`config.mk`:
```
export PLATFORM = sky130hd
export DESIGN_NAME = seg_scan_mux
export DESIGN_NICKNAME = d
export VERILOG_FILES = /design/src/rtl/seg_scan_mux_pkg.sv /design/src/rtl/seg_scan_mux_seg7_decode.sv /design/src/rtl/seg_scan_mux.sv
export SDC_FILE = /design/constraint.sdc
export NUM_CORES = 1
export LEC_CHECK = 0
export BUFFER_PORTS_ARGS = -buffer_cell sky130_fd_sc_hd__buf_2
export CAP_MARGIN = 20
export CORE_MARGIN = 10
export CORE_UTILIZATION = 45
export CTS_BUF_LIST = sky130_fd_sc_hd__clkbuf_4 sky130_fd_sc_hd__clkbuf_8
export DETAILED_ROUTE_END_ITERATION = 6
export HOLD_SLACK_MARGIN = 0.1
export PLACE_DENSITY = 0.6
export SLEW_MARGIN = 20
export SYNTH_ARGS = -nofsm -noshare
export SYNTH_HDL_FRONTEND = slang
export SYNTH_HIERARCHICAL = 1
export SYNTH_SLANG_ARGS = --single-unit
```
`constraint.sdc`:
```
create_clock -name clk_i -period 8.3 [get_ports clk_i]
set_input_delay 0.415 -clock clk_i [delete_from_list [all_inputs] [get_ports clk_i]]
set_output_delay 0.415 -clock clk_i [all_outputs]
set_load 0.05 [all_outputs]
```
`src/rtl/seg_scan_mux_pkg.sv`:
```
// Shared types and constants for the multiplexed 7-segment scanner.
// Segment vectors are ordered {g,f,e,d,c,b,a}: bit SEG_G down to bit SEG_A.
package seg_scan_mux_pkg;

  typedef enum logic {
    ST_BLANK = 1'b0,
    ST_DRIVE = 1'b1
  } scan_state_e;

  localparam int SEG_A = 0;
  localparam int SEG_G = 6;

  // Segment-on patterns for hex digits 0..F, entry [n] is digit n.
  localparam logic [15:0][SEG_G:SEG_A] SEG_TABLE = {
    7'h71, 7'h79, 7'h5E, 7'h39, 7'h7C, 7'h77, 7'h6F, 7'h7F,
    7'h07, 7'h7D, 7'h6D, 7'h66, 7'h4F, 7'h5B, 7'h06, 7'h3F
  };

endpackage

```
`src/rtl/seg_scan_mux_seg7_decode.sv`:
```
// Combinational hex nibble to 7-segment decoder.
// Output is already in pin polarity (inverted when ACTIVE_LOW).
module seg7_decode
  import seg_scan_mux_pkg::*;
#(
  parameter bit ACTIVE_LOW = 1'b1
) (
  input  logic [3:0]         nibble_i,
  output logic [SEG_G:SEG_A] seg_o
);

  assign seg_o = ACTIVE_LOW ? ~SEG_TABLE[nibble_i] : SEG_TABLE[nibble_i];

endmodule

```
`src/rtl/seg_scan_mux.sv`:
```
// Time-multiplexed 7-segment scanner with per-slot blanking and frame-synchronous
// double buffering; all pins registered, one cycle behind the scan state.
module seg_scan_mux
  import seg_scan_mux_pkg::*;
#(
  parameter int unsigned NUM_DIGITS   = 8,
  parameter int unsigned SCAN_DIV     = 100000,
  parameter int unsigned BLANK_CYCLES = 1000,
  parameter bit          ACTIVE_LOW   = 1'b1
) (
  input  logic                      clk_i,
  input  logic                      rst_ni,
  input  logic [4*NUM_DIGITS-1:0]   digits_i,
  input  logic [NUM_DIGITS-1:0]     digit_en_i,
  input  logic [NUM_DIGITS-1:0]     dp_i,
  input  logic                      update_i,
  output logic [SEG_G:SEG_A]        cathode_o,
  output logic                      dp_out_o,
  output logic [NUM_DIGITS-1:0]     anode_o,
  output logic                      frame_done_o
);

  localparam int DIV_W  = (SCAN_DIV > 1) ? $clog2(SCAN_DIV) : 1;
  localparam int SLOT_W = (NUM_DIGITS > 1) ? $clog2(NUM_DIGITS) : 1;
  localparam int DATA_W = 4 * NUM_DIGITS;

  // Every slot opens in this state; with blanking disabled the FSM lives in DRIVE.
  localparam scan_state_e SLOT_START = (BLANK_CYCLES == 0) ? ST_DRIVE : ST_BLANK;

  localparam logic [SEG_G:SEG_A]    SEG_OFF = {7{ACTIVE_LOW}};
  localparam logic [NUM_DIGITS-1:0] AN_OFF  = {NUM_DIGITS{ACTIVE_LOW}};
  localparam logic                  DP_OFF  = ACTIVE_LOW;

  logic [DIV_W-1:0]      div_q, div_d;
  logic [SLOT_W-1:0]     slot_q, slot_d;
  scan_state_e           state_q, state_d;
  logic                  div_wrap, slot_wrap, frame_wrap;

  logic [DATA_W-1:0]     sh_dig_q, act_dig_q;
  logic [NUM_DIGITS-1:0] sh_en_q, act_en_q;
  logic [NUM_DIGITS-1:0] sh_dp_q, act_dp_q;

  logic [3:0]            cur_nib;
  logic                  cur_en, cur_dp, drive_on;
  logic [SEG_G:SEG_A]    seg_dec;
  logic [NUM_DIGITS-1:0] onehot;

  logic [SEG_G:SEG_A]    cathode_q, cathode_d;
  logic                  dp_out_q, dp_out_d;
  logic [NUM_DIGITS-1:0] anode_q, anode_d;
  logic                  frame_pend_q, frame_done_q;

  always_comb begin
    div_wrap   = (div_q == DIV_W'(SCAN_DIV - 1));
    slot_wrap  = (slot_q == SLOT_W'(NUM_DIGITS - 1));
    frame_wrap = div_wrap && slot_wrap;

    div_d  = div_wrap ? '0 : div_q + 1'b1;
    slot_d = slot_q;
    if (div_wrap) begin
      slot_d = slot_wrap ? '0 : slot_q + 1'b1;
    end
  end

  always_comb begin
    state_d = state_q;
    case (state_q)
      ST_BLANK: if (div_d == DIV_W'(BLANK_CYCLES)) state_d = ST_DRIVE;
      ST_DRIVE: if (div_wrap) state_d = SLOT_START;
      default:  state_d = SLOT_START;
    endcase
  end

  always_ff @(posedge clk_i or negedge rst_ni) begin
    if (!rst_ni) begin
      div_q   <= '0;
      slot_q  <= '0;
      state_q <= SLOT_START;
    end else begin
      div_q   <= div_d;
      slot_q  <= slot_d;
      state_q <= state_d;
    end
  end

  // Shadow follows every update; active only changes at the frame boundary,
  // taking the live inputs when an update lands on that very cycle.
  always_ff @(posedge clk_i or negedge rst_ni) begin
    if (!rst_ni) begin
      sh_dig_q  <= '0;
      sh_en_q   <= '0;
      sh_dp_q   <= '0;
      act_dig_q <= '0;
      act_en_q  <= '0;
      act_dp_q  <= '0;
    end else begin
      if (update_i) begin
        sh_dig_q <= digits_i;
        sh_en_q  <= digit_en_i;
        sh_dp_q  <= dp_i;
      end
      if (frame_wrap) begin
        act_dig_q <= update_i ? digits_i   : sh_dig_q;
        act_en_q  <= update_i ? digit_en_i : sh_en_q;
        act_dp_q  <= update_i ? dp_i       : sh_dp_q;
      end
    end
  end

  assign cur_nib = act_dig_q[{slot_q, 2'b00} +: 4];
  assign cur_en  = act_en_q[slot_q];
  assign cur_dp  = act_dp_q[slot_q];

  seg7_decode #(
    .ACTIVE_LOW (ACTIVE_LOW)
  ) u_decode (
    .nibble_i (cur_nib),
    .seg_o    (seg_dec)
  );

  // A disabled digit is fully dark: no anode, no segments, no decimal point.
  always_comb begin
    drive_on  = (state_q == ST_DRIVE) && cur_en;
    onehot    = NUM_DIGITS'(1) << slot_q;
    cathode_d = SEG_OFF;
    dp_out_d  = DP_OFF;
    anode_d   = AN_OFF;
    if (drive_on) begin
      cathode_d = seg_dec;
      dp_out_d  = cur_dp ^ ACTIVE_LOW;
      anode_d   = ACTIVE_LOW ? ~onehot : onehot;
    end
  end

  always_ff @(posedge clk_i or negedge rst_ni) begin
    if (!rst_ni) begin
      cathode_q    <= SEG_OFF;
      dp_out_q     <= DP_OFF;
      anode_q      <= AN_OFF;
      frame_pend_q <= 1'b0;
      frame_done_q <= 1'b0;
    end else begin
      cathode_q    <= cathode_d;
      dp_out_q     <= dp_out_d;
      anode_q      <= anode_d;
      frame_pend_q <= frame_wrap;
      frame_done_q <= frame_pend_q;
    end
  end

  assign cathode_o    = cathode_q;
  assign dp_out_o     = dp_out_q;
  assign anode_o      = anode_q;
  assign frame_done_o = frame_done_q;

endmodule
```
==> key figures, run 1 <==
Outcome
  – Outcome: complete, no violations

Synthesis
  – Mapped cell area: approximately 5900 sq um
  – Synth Area in XOR/XNOR: 0.0238
  – Cells after Synth: between 400 and 500
  – Post-synthesis compound-gate area fraction: 0.0160
  – Simple-Gate Fraction of Synth Area: 0.0849
  – Mux contribution to synthesized area: 0.247
  – Fraction of the mapped netlist area in adder cells: 0.0276
  – Ys async rst share: 1.00
  – Syn. warnings: 6
  – Synth Net Count: between 400 and 500
  – Main flop type after synthesis: dfrtp_1
  – Synth unique cells: 48
  – Syn_area_per_cell: approximately 14 sq um
  – Combinational family with the most area after synthesis: multiplexers
  – Post-synthesis register bit count: 135
  – EDFF count, synth: 0
  – Sequential fraction of the synthesis area: 0.578

Finish
  – Commonest non-fill, non-tap cell in the layout: dfrtp_1
  – Post-layout instance area: just under 7000 sq um
  – Most frequent cells in the layout: dfrtp_1, mux2_2, buf_2, nand2_1, clkbuf_8
  – Antenna cells: 0
  – Layout cells sized above 1: 0.466
  – Area Overhead vs Synth: 14.5%
  – Final Net Count: ~550

Detailed routing
  – Vias per cell: approximately 5
  – Remaining DRCs: 0
  – Vias: 3,376
  – DR pass1 iterations: 4
  – Routed Antenna Nets: 0
  – Routed Wire Length: 10.9 mm
  – Iter 0 DRT Violations: about 170
  – Post-DR wirelength/cell: 16.4 microns

GRT
  – GRT Util Overall: 0.130
  – Global-route wire length before repair: 18.6 mm
  – Pin count of the biggest net entering global routing: between 70 and 80
  – Initial antenna violation count: 0
  – Number of global-route vias before repair: about 3,600
  – Overflow after GRT: 0

STA
  – Unrepaired setup endpoints after global routing: no
  – Final hold viol count: 0
  – Final setup fails: 0
  – Min Tclk post-route: 3070 ps
  – Final Max Tran Viols: 0
  – Tightest Pin Transition: 920 ps
  – Post-Route Setup TNS: 0 ps
  – F_max: about 0.33 GHz
  – Setup ws final: 5230 ps
  – Slew HR: 0.387
  – Post-route clock period utilization: 0.369
  – Worst clock skew: around 5.3 ps

Clocking
  – Cts repair resizes: 0
  – Clock Sinks: between 100 and 150
  – CTS Buf Count: 17
  – Root Buffer: clkbuf_8
  – Largest buffer count on any clock path: 2
  – H-tree depth: 4
  – Worst-path clk slew: ~70 ps
  – Setup Fix Bufs, Post-CTS: 0
  – CTS tree: yes
  – Hold Buf Count CTS: 0
  – Worst-Skew Late Latency: around 430 ps

Critical path
  – Crit path max fanout: 16
  – Worst R2R End: cathode_o[3]
  – Worst setup path category: flip-flop to flip-flop
  – CP Launch Type: flip-flop
  – Crit path DAT: around 3400 ps
  – Kind of end point of the critical path: flip-flop
  – Reg2Reg Depth: 8
  – Req. time, crit path: ~8700 ps
  – R2r startpoint: slot_q[0]
  – R2R Setup Slk: approximately 5200 ps

Power and ir drop
  – Worst vdd ir: between 0.0001 and 0.00015 V
  – Leakage: between 3 and 4 nW
  – Power per cell area: roughly 200 nW/um^2

Die
  – Die area: approximately 18,000 sq um
  – CORE AREA: around 13,000 sq um
  – Die width: between 100 and 150 microns
  – Initial core utilization: 0.462
  – IO Pins: 68
  – Cell row count: approximately 40
  – Die height: approximately 130 microns

Place
  – Dpl ws: between 5000 and 6000 ps
  – Placed Instance Area: about 6300 sq um
  – GP Congestion: 0.823
  – Placed wire-length estimate: about 7.7 mm
  – # port buffers: 67

Min path
  – Worst hold path class: input port to asynchronous set/reset pin

Flow run
  – Max-cap violations: 0
==> cell families after synthesis <==
kind of cell,after synthesis
adder cells (fa/ha/maj),13
flip-flops,135
AND/OR/NAND/NOR,95
AO/OA/AOI/OAI,13
buffers and inverters,28
multiplexers,113
XOR/XNOR,16
==> cells in the mapped netlist, types with 3 or more instances <==
master    count  area share
buf_1         3      0.0019
buf_2         6      0.0051
buf_6         3      0.0057
clkbuf_1      6      0.0038
dfrtp_1     119        0.51
dfstp_2      16       0.071
ha_1         13       0.028
inv_1         7      0.0045
mux2_2       87        0.17
mux2_4        9       0.023
mux2i_1       4      0.0068
mux4_2       12       0.046
nand2_1      34       0.022
nand3_1       4      0.0034
nand4_1       5      0.0053
nor2_1       17       0.011
nor2b_1       3      0.0032
nor3_1        4      0.0034
or3_1         7      0.0074
xnor2_1      12       0.018
xor2_1        4      0.0060
==> worst max path at each step <==
| stage | from | endpoint | slack [ps] |
|---|---|---|---|
| after floorplan | slot_q[0] | cathode_o[3] | 5460 |
| after global placement | slot_q[0] | cathode_o[3] | 5300 |
| after detailed placement | slot_q[0] | cathode_o[3] | 5190 |
| after CTS | slot_q[0] | cathode_o[3] | 5180 |
| after global routing | slot_q[0] | cathode_o[3] | 4960 |
| final | slot_q[0] | cathode_o[3] | 5230 |
==> final cells by class <==
| class | count | area, sq um |
|---|---|---|
| fill | 1115 | 5980 |
| sequential | 135 | 3400 |
| multi-input combinational | 250 | 2350 |
| timing repair buffer | 69 | 355 |
| clock buffer | 23 | 292 |
| tap | 172 | 215 |
| clock inverter | 9 | 100 |
| inverter | 8 | 30.0 |
==> report_power, final <==
part | switching, mW | internal, mW | total [mW]
logic | 0.0438 | 0.0489 | 0.0927
clock network | 0.236 | 0.293 | 0.529
registers | 0.0116 | 0.693 | 0.705
total | 0.291 | 1.04 | 1.33
==> routing by layer <==
metal | part of all wire | wire (microns) | GRT usage | vias to the layer above
met5 | 0 | 0 | 0 | -
met2 | 0.46 | 4990 | 0.187 | 73
met3 | 0.050 | 549 | 0.0478 | 10
met1 | 0.48 | 5250 | 0.171 | 1690
li1 | - | - | - | 1603
met4 | 0.012 | 129 | 0.0544 | 0
==> flip-flops by register name, summed over array words and instances, names as in the netlist <==
register and cells:
sh_en_q 8, frame_done_o 1, state_q 1, act_dig_q 32
anode_o 8, slot_q 3, act_en_q 8, sh_dp_q 8
sh_dig_q 32, frame_pend_q 1, dp_out_o 1, div_q 17
act_dp_q 8, cathode_o 7
==> metrics by stage <==
stage / power (mW) / hold WS [ps] / utilization / cells
2_1_floorplan: 0.771 / 119 / - / 413
3_3_place_gp: 0.810 / 343 / 0.499 / 634
3_5_place_dp: 0.813 / 342 / 0.499 / 634
4_1_cts: 1.35 / 129 / 0.529 / 666
5_1_grt: 1.39 / 142 / 0.530 / 666
6_report: 1.33 / 95.1 / 0.530 / 666
==> critical path, cell delays in order (launching register included) <==
cell	delay, ps
dfrtp_1	940
mux4_2	610
nand2_1	80
nand2_1	120
inv_1	170
ha_1	160
inv_1	50
mux4_1	460
or3_1	380
Note: power is estimated with default switching activity, not from simulation.
==> run 2: changes to the inputs <==
==> constraint.sdc (replaced) <==
create_clock -name clk_i -period 3.05 [get_ports clk_i]
set_input_delay 0.1525 -clock clk_i [delete_from_list [all_inputs] [get_ports clk_i]]
set_output_delay 0.1525 -clock clk_i [all_outputs]
set_load 0.05 [all_outputs]
==> run 2 against run 1 <==
Net effect:
- first-iteration DRC count fell by 5.3%
- clock-buffer cell count is 4 lower
- global-route usage grew 1.1 points
- flip-flop and latch count did not move
- worst setup slack lost 4900 ps
- via count grew 6.2%
- power rose to 2.8 times the previous value
- critical path type unchanged
- critical endpoint unchanged
==> key figures, run 2 (synthesized netlist as in run 1, its figures left out) <==
Power and ir drop
  – NetSw: slightly below 900 uW
  – Clock power share: 0.402
  – Sw frac: 0.240
  – Worst vdd ir: ~0.00028 V
  – Internal power: 2.83 mW
  – Combinational share of power: 0.082
  – Power per cell area: between 500 and 600 nW/um^2
  – Leakage: 3.27 nW
  – Sequential share of power: 0.516

Detailed routing
  – Iter 0 DRT Violations: 160
  – Routed Wire Length: between 10 and 15 mm
  – Post-DR wirelength/cell: 16.5 microns
  – Vias: roughly 3,600
  – DR pass1 iterations: 4
  – Routed Antenna Nets: 0
  – Vias per cell: roughly 5.0
  – Remaining DRCs: 0

Die
  – IO Pins: just under 70
  – Die area: about 18,000 sq um
  – Die height: around 130 microns
  – Initial core utilization: 0.462
  – Cell row count: a little over 40
  – CORE AREA: between 10,000 and 15,000 sq um
  – Die width: approximately 130 microns

STA
  – Post-route clock period utilization: 0.892
  – Tightest Pin Transition: between 700 and 800 ps
  – Unrepaired setup endpoints after global routing: no
  – Worst clock skew: 11.6 ps
  – F_max: around 0.37 GHz
  – Min Tclk post-route: 2720 ps
  – Post-Route Setup TNS: 0 ps
  – Slew HR: 0.508
  – Final setup fails: 0
  – Final hold viol count: 0
  – Final Max Tran Viols: 0

Clocking
  – H-tree depth: 4
  – Worst-path clk slew: around 80 ps
  – Worst-Skew Late Latency: between 400 and 500 ps
  – Largest buffer count on any clock path: 2
  – CTS tree: yes
  – Hold Buf Count CTS: roughly 50
  – Cts repair resizes: 0
  – Root Buffer: clkbuf_8
  – Clock Sinks: 135
  – Setup Fix Bufs, Post-CTS: 0
  – CTS Buf Count: 17

Critical path
  – CP Launch Type: flip-flop
  – Req. time, crit path: 3420 ps
  – Crit path max fanout: 12
  – Crit path DAT: 3090 ps
  – Worst setup path category: flip-flop to flip-flop
  – Kind of end point of the critical path: flip-flop

GRT
  – Number of global-route vias before repair: 3,968
  – GRT Util Overall: 0.141
  – Global-route wire length before repair: around 20 mm
  – Overflow after GRT: 0
  – Initial antenna violation count: 0
  – Pin count of the biggest net entering global routing: between 100 and 150

Place
  – Placed wire-length estimate: between 8 and 9 mm
  – # port buffers: 67
  – Placed Instance Area: 6410 sq um
  – GP Congestion: just under 0.8

Outcome
  – Outcome: complete, no violations

Finish
  – Most frequent cells in the layout: dfrtp_1, mux2_2, buf_2, dlygate4sd3_1, nand2_1
  – Multi-input gate area: approximately 2300 sq um
  – Largest registers: act_dig_q x32, sh_dig_q x32, div_q x17
  – Final Net Count: 600
  – Filler cells: ~1,100
  – Area Overhead vs Synth: 24.1%
  – Layout cells sized above 1: 0.429
  – Post-layout util: 0.574
  – Post-layout instance area: approximately 7300 sq um
  – Reg area: 3400 sq um
  – Antenna cells: 0
  – Commonest non-fill, non-tap cell in the layout: dfrtp_1

Min path
  – Worst hold path class: input port to flip-flop

Flow run
  – Max-cap violations: 0
## run 2: final cells by class
type / count / area share
repair buffers: 124 / 0.125
well taps: 172 / 0.0295
clock buffers: 19 / 0.0350
flip-flops and latches: 135 / 0.465
clock inverters: 12 / 0.0194
multi-input cells: 250 / 0.322
inverters: 8 / 0.00411
## run 2: metal layers
metal,wire [microns],up-vias,GRT usage
met5,0,-,0
met1,5740,1788,0.183
li1,-,1706,-
met3,581,19,0.0452
met2,5410,72,0.211
met4,161,0,0.0580
## run 2: worst paths after layout
kind,depth (start not counted),slack (ps),start,endpoint
max,6,330,slot_q[0],cathode_o[3]
min,2,300,update_i,sh_dig_q[15]
max reg2reg,6,330,slot_q[0],cathode_o[3]
min reg2reg,0,360,frame_pend_q,frame_done_o
max in group asynchronous,3,2150,rst_ni,sh_en_q[0]
min in group asynchronous,3,320,rst_ni,sh_dig_q[2]
## run 2: power groups by stage
| stage | Sequential [mW] | Combinational [mW] | Clock [mW] |
|---|---|---|---|
| final | 1.92 | 0.305 | 1.49 |
| after global placement | 1.95 | 0.255 | 0 |
| after global routing | 1.93 | 0.342 | 1.61 |
| after detailed placement | 1.95 | 0.263 | 0 |
| after CTS | 1.92 | 0.312 | 1.54 |
| after floorplan | 1.94 | 0.161 | 0 |
## run 2: worst max-delay path, cell delays in order, from the launching register on
cell	delay [ps]
dfrtp_1	580
buf_4	290
mux4_2	530
nand2_1	80
nand2_1	250
mux4_1	520
or3_1	380
## run 2: through the flow
step / total power, mW / std cells / hold WS (ps) / setup slack, ps
floorplan: 2.10 / 413 / -143 / 209
finish: 3.72 / 720 / 297 / 328
CTS: 3.78 / 720 / 270 / 277
detailed placement: 2.22 / 640 / 336 / 310
global placement: 2.21 / 640 / 329 / 411
global route: 3.88 / 720 / 295 / 122
